## config.mk

```make
export PLATFORM = sky130hd
export DESIGN_NAME = adder4_seq
export DESIGN_NICKNAME = d
export VERILOG_FILES = /design/src/rtl/adder4_seq.sv
export SDC_FILE = /design/constraint.sdc
export NUM_CORES = 1
export LEC_CHECK = 0
export CAP_MARGIN = 5
export CELL_PAD_IN_SITES_DETAIL_PLACEMENT = 1
export CELL_PAD_IN_SITES_GLOBAL_PLACEMENT = 1
export CORE_ASPECT_RATIO = 1.75
export CORE_MARGIN = 4
export CORE_UTILIZATION = 36
export DETAILED_ROUTE_END_ITERATION = 10
export PLACE_DENSITY = 0.85
export SETUP_SLACK_MARGIN = 0.5
export SYNTH_ARGS = -nofsm -noshare
export SYNTH_HDL_FRONTEND = slang
export SYNTH_SLANG_ARGS = --single-unit
```

## constraint.sdc

```tcl
create_clock -name clk -period 2.6 [get_ports clk]
set_clock_uncertainty 0.1 [all_clocks]
set_input_delay 0.52 -clock clk [delete_from_list [all_inputs] [get_ports clk]]
set_output_delay 0.52 -clock clk [all_outputs]
set_load 0.02 [all_outputs]
```

## src/rtl/adder4_seq.sv

```systemverilog
// Multi-precision adder sequencer: one 4-bit slice, one nibble per clock, LSB first.
// Optional subtract mode enabled by defining ADDSEQ_SUB_EN.
module adder4_seq #(
    parameter int NIBBLES = 4
) (
    input  logic                   clk,
    input  logic                   rst_n,
    input  logic                   start,
    input  logic [4*NIBBLES-1:0]   A,
    input  logic [4*NIBBLES-1:0]   B,
    input  logic                   cin,
`ifdef ADDSEQ_SUB_EN
    input  logic                   sub,
`endif
    output logic                   busy,
    output logic                   done,
    output logic [4*NIBBLES-1:0]   S,
    output logic                   cout
);

    localparam int W     = 4 * NIBBLES;
    localparam int IDX_W = $clog2(NIBBLES);
    localparam logic [IDX_W-1:0] LAST = IDX_W'(NIBBLES - 1);

    typedef enum logic {IDLE, RUN} state_t;

    state_t             state_q, state_d;
    logic [IDX_W-1:0]   idx_q, idx_d;
    logic               c_q, c_d;
    logic [W-1:0]       s_q, s_d;
    logic               cout_q, cout_d;
    logic               done_q, done_d;
    logic [W-1:0]       a_q, a_d;
    logic [W-1:0]       b_q, b_d;
    logic [4:0]         sum5;

    always_comb begin
        state_d = state_q;
        idx_d   = idx_q;
        c_d     = c_q;
        s_d     = s_q;
        cout_d  = cout_q;
        done_d  = 1'b0;
        a_d     = a_q;
        b_d     = b_q;
        sum5    = {1'b0, a_q[{idx_q, 2'b00} +: 4]} + {1'b0, b_q[{idx_q, 2'b00} +: 4]}
                + {4'b0000, c_q};

        case (state_q)
            IDLE: begin
                if (start) begin
                    a_d     = A;
                    b_d     = B;
                    c_d     = cin;
`ifdef ADDSEQ_SUB_EN
                    // Two's-complement subtract: A + ~B + 1, cout doubles as "no borrow".
                    if (sub) begin
                        b_d = ~B;
                        c_d = 1'b1;
                    end
`endif
                    idx_d   = '0;
                    s_d     = '0;
                    cout_d  = 1'b0;
                    state_d = RUN;
                end
            end
            RUN: begin
                s_d[{idx_q, 2'b00} +: 4] = sum5[3:0];
                c_d   = sum5[4];
                idx_d = idx_q + 1'b1;
                if (idx_q == LAST) begin
                    idx_d   = '0;
                    cout_d  = sum5[4];
                    done_d  = 1'b1;
                    state_d = IDLE;
                end
            end
            default: state_d = IDLE;
        endcase
    end

    always_ff @(posedge clk or negedge rst_n) begin
        if (!rst_n) begin
            state_q <= IDLE;
            idx_q   <= '0;
            c_q     <= 1'b0;
            s_q     <= '0;
            cout_q  <= 1'b0;
            done_q  <= 1'b0;
        end else begin
            state_q <= state_d;
            idx_q   <= idx_d;
            c_q     <= c_d;
            s_q     <= s_d;
            cout_q  <= cout_d;
            done_q  <= done_d;
        end
    end

    // Operand latches are only read in RUN after an accept loads them, so no reset needed.
    always_ff @(posedge clk) begin
        a_q <= a_d;
        b_q <= b_d;
    end

    assign busy = (state_q == RUN);
    assign done = done_q;
    assign S    = s_q;
    assign cout = cout_q;

endmodule

```

==> impl_metrics.ini <==
[run_status]
status = completed

[timing]
rsz0062_at_grt = true
period_needed_ns = 2.41
fin_crit_sh = 0.925
tightest_slew_ns = 0.443
maxSlewViolCount = 0
max_freq_mhz = 416
hold_slack_ns = 0.390
finalHoldViolations = 0
setup_tns_ns = 0
maxSlewHeadroom = 0.696
setup_viol = 0

[drt]
drt_iter0_drc = 29
drc = 0
drt-pass1-iter-count = 4
avgViaCountPerCell = 5.01
routedWlPerCell_um = 17.7
vias = 1408
ant_nets = 0
drt-total-wl_mm = 4.98

[global_route]
grt_overflow = 0
track_usage = 0.138
antenna_found_initial = 0
grt_pass1_vias = 1499
grt_start_max_net_pins = 33
grt_pass1_wl_mm = 7.61

[setup_path]
cp.arrival_ns = 2.49
cp-start-kind = register
r2r-end = c_q
timing.rr.start = idx_q[0]
path_class = reg -> reg
reg2reg_depth = 6
crit_fanout = 3
critPathRequiredTime_ns = 2.69
ff2ff_setup_slack_ns = 0.19
endpoint_kind = register

[clock_tree]
cts.reportedPaths.clkPinSlew_ns = 0.09
cts_hold_buffers = 0
htree_levels = 2
cts.sinks = 54
cts_buffers = 5
cts_tree = built
root_buffer = clkbuf_8
insertion_delay_ns = 0.30
clockBufferDepth = 2

[floorplan]
start_util = 0.375
dieArea_mm2 = 0.00760
die_w_um = 67.7
row_count = 37
core_region_area_mm2 = 0.00597
io_pins = 55
fp.dieH_um = 112

[yosys]
syn_area_mm2 = 0.00224
synth_nets = 177
synth_cell_types = 30
synth-seq-area-share = 0.674
yosys-top-cells-area = edfxtp_1 43%, dfrtp_1 25%, mux4_2 8.0%
ys_ff_latch = 54
synth_area_per_cell_um2 = 17.0
synth_top_area_share = 0.429
synthCells = 132
synth_most_common_cell = edfxtp_1
async_flop_share = 0.407
ys_warn_count = 0
synth_top_flop_cell = edfxtp_1
synth_common_cells = 32 x edfxtp_1, 22 x dfrtp_1, 13 x a22o_1
synth_edf_count = 32
netlist.top_cell.by_area = edfxtp_1

[placed_design]
io_buffers = 54
gp_congestion = 0.788
post-dp-hpwl_mm = 3.67

[cells_and_area]
syn_to_final_growth_pct = 41.0
layout.nets = 247
layout-drive-gt1-share = 0.227
postLayoutCoreUtil = 0.529
antennaDiodeCount = 0
fill_cells = 554

[job]
cap_violations = 0

[hold_path]
hold_path_depth = 2
min_path_type = reg -> reg
hold_path.startpoint = S[3]
holdPathEnd = S[3]

[power]
ir_drop_uv = 630
power_mw = 3.86
cellPowerDensity_mw_per_mm2 = 1220
leakagePower_nw = 1.22
-- worst max-delay path by stage --
stage                     startpoint  endpoint  slack, ns  depth (start not counted)
after floorplan             idx_q[0]      cout       0.16                          7
after global placement      idx_q[0]      cout       0.26                          6
after detailed placement    idx_q[0]     S[14]       0.20                          5
after CTS                   idx_q[0]      S[6]       0.20                          5
after global routing        idx_q[0]       c_q       0.11                          6
final                       idx_q[0]       c_q       0.19                          6
-- registers in the layout (all words and copies together) (netlist names) --
name / flops
a_q: 16
busy: 1
idx_q: 2
b_q: 16
cout: 1
c_q: 1
S: 16
done: 1
-- per-layer routing --
layer  vias up  track usage  wire [µm]
met4         0       0.0488         72
li1        653            -          -
met1       705        0.148       1700
met3         7       0.0320        248
met2        43        0.251       2960
met5         -            0          0
-- repair_timing --
| item | CTS | global route |
|---|---|---|
| endpoints found under the setup margin | 16 | 16 |
| gates resized for setup | 3 | 12 |
| hold endpoints to repair | 0 | 0 |
| setup buffers | 1 | 7 |
| pin swaps | 0 | 10 |
-- area by class of cell --
cell class / count / area (µm²) / area share
clock inverter: 2 / 33.8 / 0.0107
timing repair buffer: 67 / 651 / 0.206
inverter: 4 / 15.0 / 0.00475
sequential: 54 / 1510 / 0.478
clock buffer: 6 / 72.6 / 0.0230
multi-input combinational: 70 / 779 / 0.247
tap: 78 / 97.6 / 0.0309
-- where the power goes --
part,internal [mW],total [mW],switching (mW),leakage [nW]
combinational,1.01,2.08,1.08,0.578
clock,0.284,0.540,0.255,0.0528
sequential,1.14,1.24,0.105,0.585
total,2.43,3.86,1.44,1.22
-- critical path, cell delays in order, from the launching register on --
cell and delay [ns]:
dfrtp_2 0.41, mux4_2 0.53, fa_2 0.40, fa_2 0.40, a21o_1 0.19, a21oi_2 0.18
a21oi_1 0.09
-- placed cells by master (no fill, tap or decap), drive strengths merged, types with 2 or more instances in the layout --
| cell | n |
|---|---|
| inv | 4 |
| fa | 2 |
| ha | 7 |
| a21oi | 3 |
| buf | 13 |
| nor2b | 3 |
| o31ai | 4 |
| mux4 | 8 |
| clkbuf | 6 |
| dfrtp | 22 |
| clkdlybuf4s50 | 54 |
| edfxtp | 32 |
| nor4b | 2 |
| a22o | 13 |
| mux2i | 4 |
| nor2 | 3 |
| nand2 | 9 |
-- stage by stage --
step	std cells	area, µm²	worst slack [ns]
5_1_grt	281	3160	0.111
2_1_floorplan	132	2270	0.159
4_1_cts	274	3040	0.198
3_3_place_gp	265	2920	0.262
6_report	281	3160	0.194
3_5_place_dp	265	2920	0.204
-- kinds of logic (layout without fill, tap and decap cells) --
kind of cell	after synthesis	in the layout	synth area share
mux	12	12	0.0982
xor+xnor	1	1	0.00391
fa+ha+maj	9	9	0.0569
buf+inv	8	79	0.0162
simple gates	24	24	0.0675
flops	54	54	0.674
compound gates	24	24	0.0831
No activity file was read; power rests on OpenSTA's default activity.
==> RTL edit, RTL diff (config.mk and constraints unchanged) <==
The output `done` loses its register stage (`done_q` becomes a continuous assignment).
--- a/src/rtl/adder4_seq.sv
+++ b/src/rtl/adder4_seq.sv
@@ -87,16 +87,16 @@
             c_q     <= 1'b0;
             s_q     <= '0;
             cout_q  <= 1'b0;
-            done_q  <= 1'b0;
         end else begin
             state_q <= state_d;
             idx_q   <= idx_d;
             c_q     <= c_d;
             s_q     <= s_d;
             cout_q  <= cout_d;
-            done_q  <= done_d;
         end
     end
+
+    assign done_q = done_d;
 
     // Operand latches are only read in RUN after an accept loads them, so no reset needed.
     always_ff @(posedge clk) begin
Function: changed (Yosys sat finds a counterexample within 10 cycles, from zero or initial values and one cycle with rst_n low).
==> RTL edit against the unedited design <==
- first-iteration DRC count rose by 45%
- synthesized area decreased by 0.84%
- total power decreased by 9.7%
- final area down 3.9%
- worst setup slack improved by 0.027 ns
- hold slack gained 0.0065 ns
- critical path depth did not move
- routed wire length is 8.0% lower
- sequential cell count down 1
- synthesized cell count decreased by 0.76%
==> RTL edit: results <==
metrics = {
    "clock_network": {
        "root_buffer": "sky130_fd_sc_hd__clkbuf_8",
        "worst_skew_pair.late_latency_ns": 0.31,
        "clkTransAtPathRegs_ns": 0.10,
        "cts-buffers-inserted": 5,
        "cts.path.max_buffers": 2,
        "cts_htree_levels": 2,
    },
    "placement": {
        "detailed_place_hpwl_um": 3740,
        "gp_congestion": 0.817,
        "place_worst_setup_slack_ns": 0.179,
        "dpl-instance-area_mm2": 0.00291,
        "io_buffer_count": 54,
    },
    "timing": {
        "timing_worst_slew_pin_value_ns": 0.431,
        "fin_worst_hold_slack_ns": 0.397,
    },
    "global_routing": {
        "first_global_vias": 1511,
        "grt_start_max_net_pins": 33,
        "global_route.usage.total_pct": 13.9,
        "grt_antenna_before_repair": 0,
        "grt_pass1_wl_um": 7540,
    },
    "routing": {
        "detail_route.first_pass.iterations": 4,
        "drtIter0Drc": 42,
        "routedWlPerCell_um": 16.8,
        "post_drt_via_cell_ratio": 4.99,
    },
    "status": {
        "status": "completed",
    },
    "hold_path": {
        "hold_path_end": "S[15]",
        "worstHoldStart": "S[15]",
    },
    "final_layout": {
        "layout.clock.cell_area_share_pct": 2.68,
        "number_of_non_filler_instances_in_the_completed_layout": 273,
        "inv_count": 4,
        "area_taken_by_multi_input_logic_gates_um2": 758,
        "buffers_excl_clock": 60,
        "insertedDiodeCount": 0,
        "layout-drive-gt1-share_pct": 20.0,
        "num-nets-final": 239,
        "syn2layout_area_growth_pct": 36.7,
        "bufAreaShareNonClock_pct": 19.7,
        "fill_cells": 619,
        "layout.area.seq_mm2": 0.00149,
    },
    "setup_path": {
        "timing.reg2reg.worst_path_depth": 6,
        "worst-r2r-setup-slack_ns": 0.22,
        "crit-reg2reg-capture": "c_q",
        "worst_path_max_stage_delay_ns": 0.53,
        "cp_max_fo": 3,
        "cell_family_with_the_largest_share_of_critical_path_delay": "adder cells",
        "critPathArrivalTime_ns": 2.47,
        "worst_r2r_start": "idx_q[0]",
    },
    "power": {
        "p_leak_uw": 0.00115,
        "ir_worst_vdd_mv": 0.456,
    },
    "synth": {
        "synthTopCellsByArea": "sky130_fd_sc_hd__edfxtp_1 (43%), sky130_fd_sc_hd__dfrtp_1 (24%), sky130_fd_sc_hd__mux4_2 (8.1%)",
        "synth_enable_flop_cells": 32,
        "syn_inst": 131,
        "asyncSetResetFlopFracSynth_pct": 39.6,
        "synth.ff_latch_count": 53,
        "yosys_warnings": 0,
        "share_of_the_yosys_chip_area_belonging_to_registers_pct": 66.9,
        "syn_nets": 176,
        "netlist-cell-type-count": 31,
        "synth_common_cells": "sky130_fd_sc_hd__edfxtp_1 (32), sky130_fd_sc_hd__dfrtp_1 (21), sky130_fd_sc_hd__a22o_1 (12)",
    },
}
[RTL edit: changes by cell type in the layout (fill, tap and decap cells not counted), moves of 2 or more]
cell / before / now
sky130_fd_sc_hd__buf_4: 12 / 4
sky130_fd_sc_hd__clkdlybuf4s50_1: 54 / 52
sky130_fd_sc_hd__o31ai_1: 2 / 4
sky130_fd_sc_hd__ha_2: 0 / 2
sky130_fd_sc_hd__o31ai_2: 2 / 0
[RTL edit: logic make-up (layout without fill, tap and decap cells)]
family / after synthesis / after routing / synth area share, %
muxes: 13 / 13 / 10.4
xor gates and xnor gates: 1 / 1 / 0.394
adders and majority gates: 9 / 9 / 5.74
DFF: 53 / 53 / 66.9
AOI/OAI and AO/OA: 24 / 24 / 8.22
and+or+nand+nor: 23 / 23 / 6.75
buffers and inverters: 8 / 72 / 1.63
[RTL edit: report_power, final]
part	switching, uW	internal, uW	total (uW)
clock	251	182	433
sequential	117	1110	1230
combinational	958	872	1830
[RTL edit: how the worst max path moves through the flow]
| stage | start | endpoint | slack (ns) | cells past startpoint |
|---|---|---|---|---|
| finish | idx_q[0] | c_q | 0.22 | 6 |
| global route | idx_q[0] | c_q | 0.11 | 6 |
| global placement | idx_q[0] | cout | 0.23 | 6 |
| detailed placement | idx_q[0] | cout | 0.18 | 6 |
| CTS | idx_q[0] | S[2] | 0.19 | 5 |
| floorplan | idx_q[0] | cout | 0.16 | 7 |
[RTL edit: repair_timing]
item | CTS | global route
buffers inserted | 0 | 0
setup endpoints to repair | 18 | 17
pin swaps | 0 | 4
gates resized for setup | 7 | 9
[RTL edit: routing by layer]
metal	GRT usage (%)	wire length, um	vias to the layer above
li1	-	-	631
met1	14.2	1560	682
met2	25.8	2730	43
met3	2.72	189	7
met4	6.50	105	0
met5	0	0	-
